===== src/rtl/dff_reg.sv =====
// dff_reg: parameterized positive-edge pipeline register.
//
// Captures a WIDTH-bit word on every rising edge of clk. A synchronous,
// active-high reset loads RESET_VAL. This is the basic state element between
// pipeline stages (PC register, stage latches).
//
// Optional feature (compile-time macro DFF_HOLD_EN):
//   When defined, an extra input 'en' is present. With en low and reset low,
//   the register holds its value (stall). Reset always wins over en.
//   When undefined, there is no en port and the register loads d on every
//   non-reset edge.
//
// Parameters:
//   WIDTH      data width in bits (>= 1)
//   RESET_VAL  value loaded into q on reset
//
// Ports:
//   clk    input   1      clock, rising edge only
//   reset  input   1      synchronous active-high reset
//   d      input   WIDTH  data to capture
//   q      output  WIDTH  registered data
//   en     input   1      hold-enable (only with DFF_HOLD_EN)

module dff_reg #(
  parameter int unsigned          WIDTH     = 32,
  parameter logic [WIDTH-1:0]     RESET_VAL = '0
) (
  input  logic             clk,
  input  logic             reset,
`ifdef DFF_HOLD_EN
  input  logic             en,
`endif
  input  logic [WIDTH-1:0] d,
  output logic [WIDTH-1:0] q
);

  logic [WIDTH-1:0] q_d;
  logic [WIDTH-1:0] q_q;

  // Next-state data path, excluding reset.
  always_comb begin
    q_d = d;
`ifdef DFF_HOLD_EN
    if (!en) begin
      q_d = q_q;
    end
`endif
  end

  // 'if (reset)' form: an X or undriven reset does not block loading d.
  always_ff @(posedge clk) begin
    if (reset) begin
      q_q <= RESET_VAL;
    end else begin
      q_q <= q_d;
    end
  end

  assign q = q_q;

endmodule


===== config.mk =====
export PLATFORM = sky130hd
export DESIGN_NAME = dff_reg
export DESIGN_NICKNAME = d
export VERILOG_FILES = /design/src/rtl/dff_reg.sv
export SDC_FILE = /design/constraint.sdc
export NUM_CORES = 1
export LEC_CHECK = 0
export CAP_MARGIN = 20
export CORE_ASPECT_RATIO = 0.8
export CORE_MARGIN = 2
export CORE_UTILIZATION = 40
export CTS_CLUSTER_SIZE = 25
export DETAILED_ROUTE_END_ITERATION = 16
export DONT_BUFFER_PORTS = 1
export PLACE_DENSITY = 0.6
export SYNTH_ARGS = -nofsm -noshare
export SYNTH_HDL_FRONTEND = slang
export SYNTH_SLANG_ARGS = --single-unit
export TNS_END_PERCENT = 100

===== constraint.sdc =====
create_clock -name clk -period 0.8 [get_ports clk]
set_input_delay 0.08 -clock clk [delete_from_list [all_inputs] [get_ports clk]]
set_output_delay 0.08 -clock clk [all_outputs]
set_load 0.01 [all_outputs]

==> results of run 1 <==
==> area by class of cell <==
| class | instances | area [µm²] | area share |
|---|---|---|---|
| timing repair buffer | 33 | 332.8 | 0.2605 |
| multi-input combinational | 32 | 200.2 | 0.1567 |
| tap | 25 | 31.28 | 0.02449 |
| clock buffer | 7 | 65.06 | 0.05093 |
| sequential | 32 | 648.1 | 0.5073 |
==> routing by layer <==
layer,share of wire,global-route usage
met2,0.52,0.2429
met5,0,0
met3,0.097,0.07102
met4,0.0096,0.1000
met1,0.37,0.1266
==> worst paths after layout <==
check	endpoint	slack (ns)	depth (start not counted)
worst max-delay path	q[29]	0.02	0
worst min-delay path	q[28]$_SDFF_PP0_	0.32	2
==> cell families after synthesis <==
logic type | share of synthesized area
DFF | 0.7420
and+or+nand+nor | 0.2319
buffers and inverters | 0.02609
==> power by group through the flow <==
stage	sequential (mW)	combinational, mW	clock (mW)
floorplan	1.78	0.0766	0
global placement	1.79	0.0555	0
global route	1.76	0.208	1.06
finish	1.76	0.190	0.976
detailed placement	1.79	0.0598	0
CTS	1.76	0.189	0.999
==> cells in the mapped netlist <==
cell     number  area [µm²]
nor2b_1      32       200.2
buf_4         3       22.52
dfxtp_1      32       640.6
==> cells in the final DEF (no fill, tap or decap) <==
| master | n |
|---|---|
| dlymetal6s4s_1 | 1 |
| dlygate4sd3_1 | 32 |
| clkbuf_4 | 5 |
| nor2b_1 | 32 |
| dfxtp_2 | 6 |
| clkbuf_8 | 2 |
| dfxtp_1 | 26 |
==> through the flow <==
| stage | utilization | hold slack [ns] | area (µm²) |
|---|---|---|---|
| 2_1_floorplan | - | 0.1516 | 863.3 |
| 3_3_place_gp | 0.4149 | 0.1532 | 872.1 |
| 3_5_place_dp | 0.4149 | 0.1550 | 872.1 |
| 4_1_cts | 0.6030 | 0.3511 | 1267 |
| 5_1_grt | 0.6077 | 0.3529 | 1277 |
| 6_report | 0.6077 | 0.3208 | 1277 |
==> timing repair <==
action,in CTS,in global routing
gates resized for setup,0,7
hold buffers,33,0
endpoints found under the setup margin,0,16
endpoints found under the hold margin,32,0
setup buffers,0,0
==> results_dict.tcl, run 1 <==
set metrics [dict create \
    synth_warnings 0 \
    diodes 0 \
    fp.coreArea_mm2 0.002102 \
    p_sw_mw 0.5960 \
    postSynthAreaPerCell_um2 12.89 \
    end_kind "output port" \
    leakage_nw 0.5530 \
    grt_pass1_wl_um 2456 \
    gpl.final_weighted_congestion 0.6050 \
    slew_headroom 0.7047 \
    nets 138 \
    pin_count 66 \
    placed_cells 89 \
    hp-class "input port to register" \
    finalCriticalPeriod_ns 0.7760 \
    p_per_area_mw_per_mm2 2289 \
    status "finished, final reports clean" \
    tightest_slew_ns 0.4430 \
    switching_share 0.2038 \
    final_cells 129 \
    via_count 582 \
    timing.final.crit_share 0.9700 \
    drc 0 \
    ys_seq_area_frac 0.7420 \
    fin_ws_ns 0.02400 \
    syn-num-nets 101 \
    grt_pass1_vias 593 \
    rows 15 \
    largest_reg_flops 32 \
    firstDrtPassIters 2 \
    synthCells 67 \
    place_ws_ns 0.3675 \
    p_seq_frac 0.601 \
    synth.distinct_cells 3 \
    cp.arrival_ns 0.70 \
    clockBufferDepth 2 \
    critPathMaxFanout 1 \
    layout-drive-gt1-share 0.1250 \
    comb_power_share 0.065 \
    drv_cap 0 \
    antenna_found_initial 0 \
    synthesis.area_um2 863.3 \
    path_clk_slew_ns 0.09 \
    cts_root_buf "clkbuf_4" \
    gr-total-overflow 0 \
    pwr-share-clk 0.334 \
    hold_path_startpoint "reset" \
    power_mw 2.924 \
    dieArea_mm2 0.002548 \
    h-tree-depth 2 \
    setup_tns_ns 0 \
    synth_seq_cells 32 \
    criticalPathCategory "register to output port" \
    die_y_um 45.56 \
    grt_max_degree 24 \
    drt_iter0_drc 2 \
    cts_tree "done" \
    wl_per_cell_um 13.74 \
    vdd_drop_max_mv 1.566 \
    hold_viol_final 0 \
    worstPathRequired_ns 0.72 \
    syn2layout_area_growth_pct 47.97 \
    n_fill_cell 193 \
    startpoint_type "register" \
    p_int_mw 2.328 \
    io_buffers 0 \
    die_w_um 55.94 \
    post_drt_via_cell_ratio 4.512 \
    wl_um 1772 \
    initial_core_util 0.4107 \
    grt_use_total 0.1376 \
    drv_slew 0 \
    rsz0062_at_grt "false" \
    cts_sinks 32 \
    setup_viol 0 \
    fmax_mhz 1289 \
    detail-route-antenna-nets 0 \
    cts_made_buffers 5 \
    crit_start "q[29]$_SDFF_PP0_" \
]
No activity file was read; power rests on OpenSTA's default activity.
==> inputs of run 2 (changes only) <==
--- a/config.mk
+++ b/config.mk
@@ -7,7 +7,7 @@
 export LEC_CHECK = 0
 export CAP_MARGIN = 20
 export CORE_ASPECT_RATIO = 0.8
-export CORE_MARGIN = 2
+export CORE_MARGIN = 10
 export CORE_UTILIZATION = 40
 export CTS_CLUSTER_SIZE = 25
 export DETAILED_ROUTE_END_ITERATION = 16
==> results_dict.tcl, run 2 (same netlist as run 1, synthesis figures left out) <==
set metrics [dict create \
    io_buffers 0 \
    drt-met1-wl_um 774 \
    path_clk_slew_ns 0.10 \
    fmax_mhz 1277 \
    cts_root_buf "clkbuf_4" \
    wl_per_cell_um 18.57 \
    p_per_area_mw_per_mm2 2238 \
    startpoint_type "register" \
    drv_cap 0 \
    regArea_um2 680.7 \
    final_core_util 0.6639 \
    drt_iter0_drc 32 \
    gr-total-overflow 0 \
    diodes 0 \
    wl_met2_um 1223 \
    top_layer "met4" \
    layout-drive-gt1-share 0.3619 \
    drc 0 \
    tightest_slew_ns 0.4352 \
    rows 14 \
    placed_cells 88 \
    initial_core_util 0.4401 \
    end_kind "output port" \
    critPathMaxFanout 1 \
    grt_pass1_vias 687 \
    fp.coreArea_mm2 0.001962 \
    syn2layout_area_growth_pct 50.87 \
    gpl.final_weighted_congestion 0.5924 \
    drv_slew 0 \
    grt_pass1_wl_um 3505 \
    hold_viol_final 0 \
    die_y_um 61.56 \
    grt_max_degree 24 \
    cts_tree "done" \
    antenna_found_initial 0 \
    clockBufferDepth 2 \
    holdWs_ns 0.2997 \
    worstPathRequired_ns 0.72 \
    leakage_nw 0.5550 \
    cts_made_buffers 5 \
    placement.cell_area_um2 870.8 \
    hp-class "input port to register" \
    firstDrtPassIters 2 \
    place_ws_ns 0.3562 \
    post_drt_via_cell_ratio 4.512 \
    met3_length_um 325 \
    largest_reg_flops 32 \
    dieArea_mm2 0.004428 \
    nets 138 \
    rsz0062_at_grt "true" \
    finalCriticalPeriod_ns 0.7831 \
    vdd_drop_max_mv 1.612 \
    finalInstanceArea_mm2 0.001303 \
    pin_count 66 \
    wl_um 2396 \
    detail-route-antenna-nets 0 \
    cts_sinks 32 \
    n_fill_cell 163 \
    multi_input_area_um2 200.2 \
    setup_viol 0 \
    h-tree-depth 2 \
    final_cells 129 \
    cp.arrival_ns 0.70 \
    layout_common_cells "nor2b_1 (32), dlygate4sd3_1 (32), dfxtp_2 (32)" \
    post_cts_buffers 0 \
    via_count 582 \
    grt_use_total 0.1109 \
    fin_ws_ns 0.01691 \
    timing.final.crit_share 0.9789 \
    slew_headroom 0.7098 \
    criticalPathCategory "register to output port" \
    die_w_um 71.94 \
    status "finished, final reports clean" \
]
[run 2: changes by cell type in the layout (fill, tap and decap cells not counted), sizes merged]
cell and delta:
clkbuf +1
[run 2: what timing repair did]
action / in CTS / in global routing
cloned: 0 / 0
hold buffers: 33 / 0
endpoints found under the hold margin: 32 / 0
resized for setup: 17 / 16
endpoints found under the setup margin: 17 / 25
pin swaps: 0 / 0
[run 2: path summary, 6_finish.rpt]
check        startpoint                to  slack [ns]  cells past startpoint
max    q[31]$_SDFF_PP0_             q[31]        0.02                      0
min               reset  q[27]$_SDFF_PP0_        0.30                      2
[run 2: per-layer routing]
layer,vias up,global-route usage
li1,273,-
met1,261,0.08287
met2,40,0.1960
met3,8,0.07395
met4,0,0.09917
met5,-,0
[run 2: per-stage QoR]
stage               total power, mW   TNS, ns
global placement              1.858         0
floorplan                     1.859         0
CTS                           2.913         0
finish                        2.916         0
global route                  3.036  -0.02021
detailed placement            1.862         0
[run 2: area by class of cell]
| cell class | count | area share |
|---|---|---|
| flip-flops and latches | 32 | 0.5226 |
| multi-input cells | 32 | 0.1537 |
| well taps | 24 | 0.02305 |
| repair buffers | 33 | 0.2555 |
| clock buffers | 8 | 0.04515 |
[run 2: where the power goes]
| part | leakage [nW] | switching (mW) | total, mW | internal (mW) |
|---|---|---|---|---|
| Clock | 0.0326 | 0.512 | 0.945 | 0.433 |
| Combinational | 0.247 | 0.0443 | 0.192 | 0.147 |
| Sequential | 0.275 | 0.0810 | 1.78 | 1.70 |
| Total | 0.555 | 0.637 | 2.92 | 2.28 |
